**src/rtl/barrel_shift_sequencer.sv**
```systemverilog
// Rotates a word by an arbitrary amount using an external single-pass rotator,
// issuing at most N-1 positions per cycle until the requested total is consumed.
module barrel_shift_sequencer #(
  parameter int N     = 8,
  parameter int AMT_W = 8
) (
  input  logic                 clk,
  input  logic                 rst_n,
  input  logic                 req_valid_i,
  output logic                 req_ready_o,
  input  logic [N-1:0]         req_data_i,
  input  logic [AMT_W-1:0]     req_amount_i,
  input  logic                 req_direction_i,
  output logic                 resp_valid_o,
  input  logic                 resp_ready_i,
  output logic [N-1:0]         resp_data_o,
  output logic [N-1:0]         data_o,
  output logic [$clog2(N)-1:0] shift_amount_o,
  output logic                 shift_direction_o,
  input  logic [N-1:0]         shifted_data_i
);

  localparam int SH_W = $clog2(N);
  localparam int CW   = (AMT_W > SH_W) ? AMT_W : SH_W;
  localparam logic [CW-1:0] MAX_STEP = CW'(N - 1);

  if (N < 2 || (N & (N - 1)) != 0) begin : g_bad_n
    $error("barrel_shift_sequencer: N must be a power of two >= 2");
  end

  typedef enum logic [1:0] {
    IDLE = 2'd0,
    STEP = 2'd1,
    DONE = 2'd2
  } state_t;

  state_t           state;
  state_t           state_next;
  logic [N-1:0]     work;
  logic [AMT_W-1:0] remaining;
  logic             dir;

  logic             accept;
  logic [CW-1:0]    rem_ext;
  logic [SH_W-1:0]  step;
  logic [AMT_W-1:0] rem_next;

  assign accept  = req_valid_i && (state == IDLE);
  assign rem_ext = CW'(remaining);

  // step never exceeds remaining, so the subtraction cannot wrap
  assign step     = (rem_ext < MAX_STEP) ? rem_ext[SH_W-1:0] : SH_W'(N - 1);
  assign rem_next = remaining - AMT_W'(step);

  always_comb begin
    state_next = state;
    case (state)
      IDLE: begin
        if (accept) begin
          state_next = (req_amount_i == '0) ? DONE : STEP;
        end
      end
      STEP: begin
        if (rem_next == '0) begin
          state_next = DONE;
        end
      end
      DONE: begin
        if (resp_ready_i) begin
          state_next = IDLE;
        end
      end
      default: state_next = IDLE;
    endcase
  end

  always_ff @(posedge clk or negedge rst_n) begin
    if (!rst_n) begin
      state <= IDLE;
    end else begin
      state <= state_next;
    end
  end

  always_ff @(posedge clk or negedge rst_n) begin
    if (!rst_n) begin
      work      <= '0;
      remaining <= '0;
      dir       <= 1'b0;
    end else if (accept) begin
      work      <= req_data_i;
      remaining <= req_amount_i;
      dir       <= req_direction_i;
    end else if (state == STEP) begin
      work      <= shifted_data_i;
      remaining <= rem_next;
    end
  end

  assign req_ready_o       = (state == IDLE);
  assign resp_valid_o      = (state == DONE);
  assign resp_data_o       = work;
  assign data_o            = work;
  assign shift_direction_o = dir;
  assign shift_amount_o    = (state == STEP) ? step : '0;

endmodule

```
**config.mk**
```make
export PLATFORM = sky130hd
export DESIGN_NAME = barrel_shift_sequencer
export DESIGN_NICKNAME = d
export VERILOG_FILES = /design/src/rtl/barrel_shift_sequencer.sv
export SDC_FILE = /design/constraint.sdc
export NUM_CORES = 1
export LEC_CHECK = 0
export CAP_MARGIN = 25
export CORE_ASPECT_RATIO = 1.5
export CORE_MARGIN = 2
export CORE_UTILIZATION = 60
export DETAILED_ROUTE_END_ITERATION = 16
export DONT_BUFFER_PORTS = 1
export MAX_ROUTING_LAYER = met4
export PLACE_DENSITY = 0.87
export SLEW_MARGIN = 20
export SYNTH_ARGS = -nofsm -noshare
export SYNTH_HDL_FRONTEND = slang
export SYNTH_SLANG_ARGS = --single-unit
export TNS_END_PERCENT = 5
```
**constraint.sdc**
```tcl
create_clock -name clk -period 2.7 [get_ports clk]
set_clock_uncertainty 0.15 [all_clocks]
set_input_delay 0.675 -clock clk [delete_from_list [all_inputs] [get_ports clk]]
set_output_delay 0.675 -clock clk [all_outputs]
set_load 0.005 [all_outputs]
```
Yosys cells after proc, flatten, opt, wreduce, memory -nomap -nowiden
Index checks and enable logic that the tools add are counted. Widths: inputs -> output; s select.

Bits in registers: 19. Input bits: 29. Output and inout port bits: 22. Logic and storage cells: 28.

$add $sub $neg: 1. Magnitude comparators: 1. Equality and inequality tests: 5. Multiplexer cells: 11. Reduce and logical (&&, ||, !) cells: 6.

Operators by type and width (number): $mux 8 (4); $logic_not 8->1 (2); $lt 8x3->1 const B (1); $mux 2 (4); $sub 8x3->8 (1); $mux 3 (2); $pmux 2 s3 (1); $ne 2x1->1 const B (2); $reduce_and 3->1 (1); $eq 2x1->1 const B (1); $eq 2x2->1 const B (1); $logic_not 2->1 (1); $ne 2x2->1 const B (1); $reduce_bool 2->1 (1); $logic_and 1x1->1 (1).

Logic depth before layout (Yosys ltp)
Gate-level depths: netlist of the first run.

Word-level depth: 6. Gate-level depth with buffers: 10. Mapped depth without buffers: 8.

Worst setup path before layout of the first run
OpenSTA, ideal clock, no wires.

Path type: reg-to-reg. Start point: reg remaining[3], in the netlist rem_ext[3]. End point: reg state[1]. Library setup time: 0.066 ns. Data arrival time: 2.289 ns. Data required time: 2.484 ns. Path slack: 0.195 ns. Stages on the path, launching flop included: 11. Cell sequence: dfrtp_1 -> clkbuf_1 -> nor3_1 -> nand2_1 -> nand2b_1 -> ha_1 -> buf_2 -> or4b_1 -> o211a_1 -> o31ai_2 -> a41o_1.

Cells in the longest elaborated chain, start to end: 6.

Ends and longest elaborated chain: start: declaration (line 40) `logic [AMT_W-1:0] remaining;`; start signal: assignment (line 92) `remaining <= req_amount_i;`; start signal: assignment (line 96) `remaining <= rem_next;`; $lt 8x3->1 (line 52) `assign step = (rem_ext < MAX_STEP) ? rem_ext[SH_W-1:0] : SH_W'(N - 1);`; $mux 3 (line 52); $sub 8x3->8 * (line 53) `assign rem_next = remaining - AMT_W'(step);`; $logic_not 8->1 * (line 64) `if (rem_next == '0) begin`; $ne 2x2->1 (no source line) *; $reduce_and 3->1 (no source line) *; end signal: assignment (line 81) `state <= state_next;`; end: declaration (line 37) `state_t state;`.

Mark *: on every way between the ends. The rest lies on a longest branch, timed or not. A chain may end at the register's enable or synchronous reset.

Final worst setup path of the first run
Start point: reg remaining[6], in the netlist rem_ext[6]. End point: reg state[1].

The elaborated chain is that of the path after synthesis.

==> results of run 1 <==
[worst max-delay path by stage]
stage                                      end  depth (start not counted)                    from
final                     state[1]$_DFFE_PN0P_                          8  rem_ext[6]$_DFFE_PN0P_
after detailed placement  state[1]$_DFFE_PN0P_                          8  rem_ext[6]$_DFFE_PN0P_
after global routing      state[1]$_DFFE_PN0P_                          8  rem_ext[6]$_DFFE_PN0P_
after global placement    state[1]$_DFFE_PN0P_                          8  rem_ext[6]$_DFFE_PN0P_
after floorplan           state[1]$_DFFE_PN0P_                         10  rem_ext[3]$_DFFE_PN0P_
after CTS                 state[1]$_DFFE_PN0P_                          8  rem_ext[6]$_DFFE_PN0P_
[report_power, final]
part	internal, mW	switching [mW]
registers	0.414	0.158
clock network	0.0574	0.0845
logic	0.347	0.467
[logic make-up (layout without fill, tap and decap cells)]
family          count (synthesis)  in the layout  synth area share [%]
fa+ha+maj                       1              1                  1.02
simple gates                   53             53                  21.0
flops                          19             19                  38.7
xor+xnor                        1              1                 0.714
buf+inv                        17             12                  8.56
mux                             9              9                  7.54
compound gates                 40             40                  22.4
[critical path: stages (launching register included)]
cell	delay (ns)
sky130_fd_sc_hd__dfrtp_1	0.47
sky130_fd_sc_hd__nor2_1	0.09
sky130_fd_sc_hd__nand2_1	0.19
sky130_fd_sc_hd__nand2b_1	0.10
sky130_fd_sc_hd__ha_1	0.26
sky130_fd_sc_hd__or4b_1	0.48
sky130_fd_sc_hd__o211a_1	0.17
sky130_fd_sc_hd__o31ai_2	0.28
sky130_fd_sc_hd__a41o_1	0.20
[area by class of cell]
cell class,instances,share of cell area (%)
Clock buffer,4,2.10
Multi-Input combinational cell,104,52.1
Sequential cell,19,38.0
Tap cell,22,2.20
Timing Repair Buffer,8,5.60
[cells in the mapped netlist (all sizes together) (2+ instances only)]
cell,number,area [µm²]
a21oi,4,20.0
or4b,2,20.0
o21a,3,22.5
mux2i,7,70.1
nand3,3,15.0
a22oi,5,37.5
nand2b,5,31.3
nor3,2,10.0
a31oi,3,18.8
clkbuf,5,18.8
mux2,2,22.5
nor4,3,18.8
o21ai,13,65.1
nand2,23,86.3
dfrtp,19,475
buf,12,86.3
nor2b,2,12.5
nor2,9,33.8
[per-layer routing]
layer / track usage, % / wire length (µm)
met1: 31.3 / 1150
met3: 4.51 / 238
met2: 44.6 / 1540
met4: 9.52 / 87
met5: - / 0
[sequential cells by signal, summed over array words and instances (netlist names)]
| register | count |
|---|---|
| rem_ext | 8 |
| data_o | 8 |
| shift_direction_o | 1 |
| state | 2 |
[per-stage QoR]
step / hold WS (ns) / util, % / instance area, µm² / total power, mW / instances
floorplan: 0.229 / - / 1230 / 1.23 / 140
global placement: 0.230 / 60.7 / 1200 / 1.36 / 151
detailed placement: 0.230 / 60.7 / 1200 / 1.37 / 151
CTS: 0.344 / 62.5 / 1240 / 1.52 / 156
global route: 0.336 / 63.3 / 1250 / 1.65 / 157
finish: 0.341 / 63.3 / 1250 / 1.53 / 157
==> flow_summary.json, run 1 <==
{
  "end_kind": "flip-flop",
  "multi_input_area_um2": 652,
  "syn2layout_area_growth_pct": 1.94,
  "via_count_of_the_first_global_routing_pass": 993,
  "timing.critical_path.arrival_ns": 2.53,
  "yosys.cell_types.count": 38,
  "timing.final.max_slew_violations": 0,
  "detail_route.first_pass.iterations": 5,
  "route.final.wire_length_um": 3020,
  "synth-edff-count": 0,
  "worst-path-max-fanout": 8,
  "clock_path_buffers": 2,
  "timing.max_slew.rel_slack_pct": 60.3,
  "cts_hold_buf": 1,
  "die_w_um": 40.9,
  "postRouteAntennaNets": 0,
  "final.period_utilization_pct": 90.4,
  "via_count": 1033,
  "final_setup_violating_endpoints": 0,
  "worst_slew_pin_slew_ns": 0.594,
  "mostFrequentLayoutCells": "23 x sky130_fd_sc_hd__nand2_1, 19 x sky130_fd_sc_hd__dfrtp_1, 13 x sky130_fd_sc_hd__o21ai_0",
  "vias_per_cell": 6.58,
  "syn_nets": 170,
  "placement_rows": 20,
  "initial_utilization_pct": 62.1,
  "worst_setup_path_start_kind": "flip-flop",
  "max-cap-violations": 0,
  "htree_levels": 1,
  "io_pins": 51,
  "clock_insertion_delay_worst_skew_ns": 0.29,
  "final.min_clock_period_ns": 2.44,
  "synth_sequential_area_ratio_pct": 38.7,
  "worstSetupPathType": "flip-flop to flip-flop",
  "ys_seq_elements": 19,
  "die_h_um": 59.4,
  "post-route-drc-count": 0,
  "final_layout_size_suffix_gt1_share_pct": 10.4,
  "drt_iter0_drcs": 33,
  "cts_setup_buffers": 0,
  "worstHoldPathCells": 2,
  "yosys_warnings": 0,
  "finish.net_count": 166,
  "dp_hpwl_um": 2280,
  "min_path_type": "primary input to flip-flop",
  "grt_util_all_layers_pct": 27.0,
  "powerDensity_nw_per_um2": 1220,
  "pre_cts_slack_ns": 0.302,
  "tritoncts_clock_tree": "yes",
  "crit-reg2reg-capture": "state[1]$_DFFE_PN0P_",
  "finalHoldViolCount": 0,
  "core_area_um2": 1980,
  "async_reset_ff_share_pct": 100,
  "fmax_mhz": 409,
  "syn_avg_cell_area_um2": 8.77,
  "tritoncts_buffers": 3,
  "antenna_violations_before_repair": 0,
  "cts.root.buffer_cell": "sky130_fd_sc_hd__clkbuf_4",
  "r2r-start": "rem_ext[6]$_DFFE_PN0P_",
  "postSynth.topFlopCell": "sky130_fd_sc_hd__dfrtp_1",
  "reg2reg_depth": 8,
  "gpl.final_weighted_congestion": 1.02,
  "min_delay_startpoint": "req_amount_i[7]",
  "final.setup.worst_slack_ns": 0.258,
  "die-area_um2": 2430,
  "cts.sinks": 19,
  "rsz0062_at_grt": "false",
  "mostFrequentLayoutCell": "sky130_fd_sc_hd__nand2_1",
  "min_to": "rem_ext[7]$_DFFE_PN0P_",
  "area.sequential_um2": 475,
  "p_leak_nw": 0.514,
  "grt_overflow_total": 0,
  "cts.reportedPaths.clkPinSlew_ns": 0.11,
  "port_buffers": 0,
  "synthesis.area_um2": 1230,
  "worst_ir_drop_vdd_v": 0.000658,
  "post_cts.resized_instances": 0,
  "regToRegSetupSlack_ns": 0.26,
  "worst-endpoint-required_ns": 2.79,
  "fin_setup_tns_ns": 0,
  "grt_max_degree": 25,
  "first_pass_grt_wire_length_um": 4390,
  "postSynthCellCount": 140,
  "status": "finished, final reports clean",
  "insertedDiodeCount": 0,
  "wl_per_cell_um": 19.2,
  "layout.filler_cells": 163
}
Note: power is estimated with default switching activity, not from simulation.
==> run 2: changes to the inputs <==
--- a/config.mk
+++ b/config.mk
@@ -5,6 +5,7 @@
 export SDC_FILE = /design/constraint.sdc
 export NUM_CORES = 1
 export LEC_CHECK = 0
+export ABC_AREA = 1
 export CAP_MARGIN = 25
 export CORE_ASPECT_RATIO = 1.5
 export CORE_MARGIN = 2
@@ -13,6 +14,7 @@
 export DONT_BUFFER_PORTS = 1
 export MAX_ROUTING_LAYER = met4
 export PLACE_DENSITY = 0.87
+export RECOVER_POWER = 25
 export SLEW_MARGIN = 20
 export SYNTH_ARGS = -nofsm -noshare
 export SYNTH_HDL_FRONTEND = slang
==> constraint.sdc (replaced) <==
create_clock -name clk -period 2.7 [get_ports clk]
set_clock_uncertainty 0.15 [all_clocks]
set_input_delay 0.675 -clock clk [delete_from_list [all_inputs] [get_ports clk]]
set_output_delay 0.675 -clock clk [all_outputs]
set_load 0.02 [all_outputs]
==> run 2 against run 1 <==
Net effect: cell count grew 13%; synthesized cell count grew 14%; register-to-register slack gained 0.46 ns; non-clock buffer count shrank 3; critical path depth shrank 4; first-iteration DRC count shrank 45%; sequential share of layout area grew 1.1 points; flip-flop and latch count is the same; wire length shrank 13%.
==> flow_summary.json, run 2 <==
{
  "synth_sequential_area_ratio_pct": 39.5,
  "placedCellCount": 173,
  "min_path_type": "primary input to flip-flop",
  "antenna_violations_before_repair": 0,
  "ys_seq_elements": 19,
  "syn_avg_cell_area_um2": 7.56,
  "timing.final.max_slew_violations": 0,
  "cts.sinks": 19,
  "powerDensity_nw_per_um2": 1500,
  "end_kind": "primary output",
  "core_area_um2": 1850,
  "timing.critical_path.arrival_ns": 1.47,
  "mostFrequentLayoutCell": "sky130_fd_sc_hd__nand2_1",
  "crit_path_cell_trace": "nor2_1 > clkinv_1 > a21oi_1 > buf_4",
  "post-route-drc-count": 0,
  "clock_insertion_delay_worst_skew_ns": 0.29,
  "status": "finished, final reports clean",
  "async_reset_ff_share_pct": 100,
  "synth_top_cells_by_area": "sky130_fd_sc_hd__dfrtp_1 40%, sky130_fd_sc_hd__nand2_1 13%, sky130_fd_sc_hd__nor2_1 6.6%",
  "slowest_stage": "sky130_fd_sc_hd__dfrtp_1",
  "yosys.area.top_type_share_pct": 39.5,
  "post_cts.resized_instances": 0,
  "first_pass_grt_wire_length_um": 4420,
  "p_leak_nw": 0.583,
  "die_w_um": 40.6,
  "final.period_utilization_pct": 84.9,
  "cts.reportedPaths.clkPinSlew_ns": 0.11,
  "synth-edff-count": 0,
  "syn_nets": 189,
  "final.min_clock_period_ns": 2.29,
  "dp_hpwl_um": 2010,
  "final_setup_violating_endpoints": 0,
  "clock_path_buffers": 2,
  "via_count_of_the_first_global_routing_pass": 1063,
  "grt_util_all_layers_pct": 27.2,
  "rsz0062_at_grt": "false",
  "total_power_mw": 1.83,
  "path_delay_family": "flip-flops",
  "dpl_cell_area_um2": 1180,
  "max-cap-violations": 0,
  "worst_slew_pin_slew_ns": 0.822,
  "insertedDiodeCount": 0,
  "worst-endpoint-required_ns": 1.88,
  "io_pins": 51,
  "worst_setup_path_start_kind": "flip-flop",
  "fmax_mhz": 436,
  "worst-path-max-fanout": 10,
  "yosys_warnings": 0,
  "cts.root.buffer_cell": "sky130_fd_sc_hd__clkbuf_4",
  "postSynthCellCount": 159,
  "mostFrequentLayoutCells": "41 x sky130_fd_sc_hd__nand2_1, 21 x sky130_fd_sc_hd__nor2_1, 19 x sky130_fd_sc_hd__dfrtp_1",
  "detail_route.first_pass.iterations": 4,
  "postRouteAntennaNets": 0,
  "finalNonFillerCells": 178,
  "worstSetupPathType": "flip-flop to primary output",
  "vias_per_cell": 6.06,
  "route.final.wire_length_um": 2620,
  "wl_per_cell_um": 14.7,
  "worst_ir_drop_vdd_v": 0.000920,
  "synthesis.area_um2": 1200,
  "synth_most_common_cell": "sky130_fd_sc_hd__nand2_1",
  "yosys.area.top_type": "sky130_fd_sc_hd__dfrtp_1",
  "htree_levels": 1,
  "yosys.cell_types.count": 25,
  "path_buf_inv": 2,
  "via_count": 1078,
  "final_layout_size_suffix_gt1_share_pct": 14.0,
  "placement_rows": 19,
  "grt_overflow_total": 0,
  "finalHoldViolCount": 0,
  "regToRegSetupSlack_ns": 0.72,
  "tritoncts_clock_tree": "yes",
  "die_h_um": 58.8,
  "gpl.final_weighted_congestion": 0.872,
  "grt_max_degree": 20,
  "initial_utilization_pct": 64.8,
  "layout.filler_cells": 152,
  "fin_setup_tns_ns": 0,
  "cp_slowest_stage_delay_ns": 0.42,
  "layout.cell_area.non_filler_um2": 1220,
  "tritoncts_buffers": 3,
  "timing.max_slew.rel_slack_pct": 45.0,
  "postSynth.topFlopCell": "sky130_fd_sc_hd__dfrtp_1",
  "drt_iter0_drcs": 18,
  "commonest_cells_in_the_netlist": "41 x sky130_fd_sc_hd__nand2_1, 21 x sky130_fd_sc_hd__nor2_1, 19 x sky130_fd_sc_hd__dfrtp_1",
  "port_buffers": 0,
  "syn2layout_area_growth_pct": 1.14,
  "finish.net_count": 188,
  "whs_ns": 0.354,
  "die-area_um2": 2390
}
run 2: cell types whose count changed after synthesis, moves of 7 or more:
cell and delta:
sky130_fd_sc_hd__nand2_1 +18, sky130_fd_sc_hd__inv_1 +15, sky130_fd_sc_hd__nor2_1 +12, sky130_fd_sc_hd__o21ai_0 -12, sky130_fd_sc_hd__mux2i_1 -7, sky130_fd_sc_hd__nand3_1 +7, sky130_fd_sc_hd__o31ai_1 +7
run 2: where the power goes:
group / leakage (nW) / total [mW] / switching, mW / internal (mW)
Sequential: 0.232 / 0.728 / 0.301 / 0.428
Combinational: 0.333 / 0.957 / 0.615 / 0.342
Clock: 0.0177 / 0.143 / 0.0880 / 0.0551
Total: 0.583 / 1.83 / 1.00 / 0.825
run 2: worst register-to-register path: cells and delay by family, from the launching register on:
family / cells / cell delay [ns]
buffers and inverters: 2 / 0.25
AOI/OAI and AO/OA: 1 / 0.13
and+or+nand+nor: 3 / 0.91
DFF: 1 / 0.42
run 2: repair_timing:
action / CTS / global route
hold endpoints to repair: 19 / 0
setup buffers: 0 / 0
endpoints found under the setup margin: 0 / 0
hold buffers: 1 / 0
run 2: cell families after synthesis:
kind of cell / after synthesis / share of synthesized area (%)
buffers and inverters: 30 / 12.6
adder cells (fa/ha/maj): 1 / 1.04
multiplexers: 1 / 0.936
AO/OA/AOI/OAI: 21 / 12.7
AND/OR/NAND/NOR: 87 / 33.2
flip-flops: 19 / 39.5
run 2: area by class of cell:
type	instances	area, µm²	share of cell area, %
Tap cell	21	26.3	2.16
Multi-Input combinational cell	110	576	47.3
Clock buffer	3	22.5	1.85
Inverter	19	71.3	5.86
Timing Repair Buffer	5	40.0	3.29
Clock inverter	1	5.00	0.412
Sequential cell	19	475	39.1
run 2: per-stage QoR:
stage | util, % | setup slack (ns)
final | 65.6 | 0.408
after detailed placement | 63.6 | 0.672
after global routing | 65.6 | 0.264
after global placement | 63.6 | 0.721
after CTS | 65.6 | 0.405
after floorplan | - | 0.633
run 2: per-layer routing:
| metal | track usage (%) | vias up | wire (µm) |
|---|---|---|---|
| li1 | - | 517 | - |
| met1 | 31.6 | 505 | 1000 |
| met2 | 44.0 | 50 | 1390 |
| met3 | 2.64 | 6 | 172 |
| met4 | 14.8 | 0 | 61 |
| met5 | - | - | 0 |
run 2: path summary, 6_finish.rpt:
path,start,to,cells past startpoint
worst max-delay path,state[1]$_DFFE_PN0P_,shift_amount_o[0],4
max in group asynchronous,rst_n,rem_ext[2]$_DFFE_PN0P_,1
min in group asynchronous,rst_n,rem_ext[3]$_DFFE_PN0P_,1
worst max register to register,state[0]$_DFFE_PN0P_,rem_ext[6]$_DFFE_PN0P_,6
worst min register to register,rem_ext[7]$_DFFE_PN0P_,rem_ext[7]$_DFFE_PN0P_,2
worst min-delay path,req_amount_i[4],rem_ext[4]$_DFFE_PN0P_,2
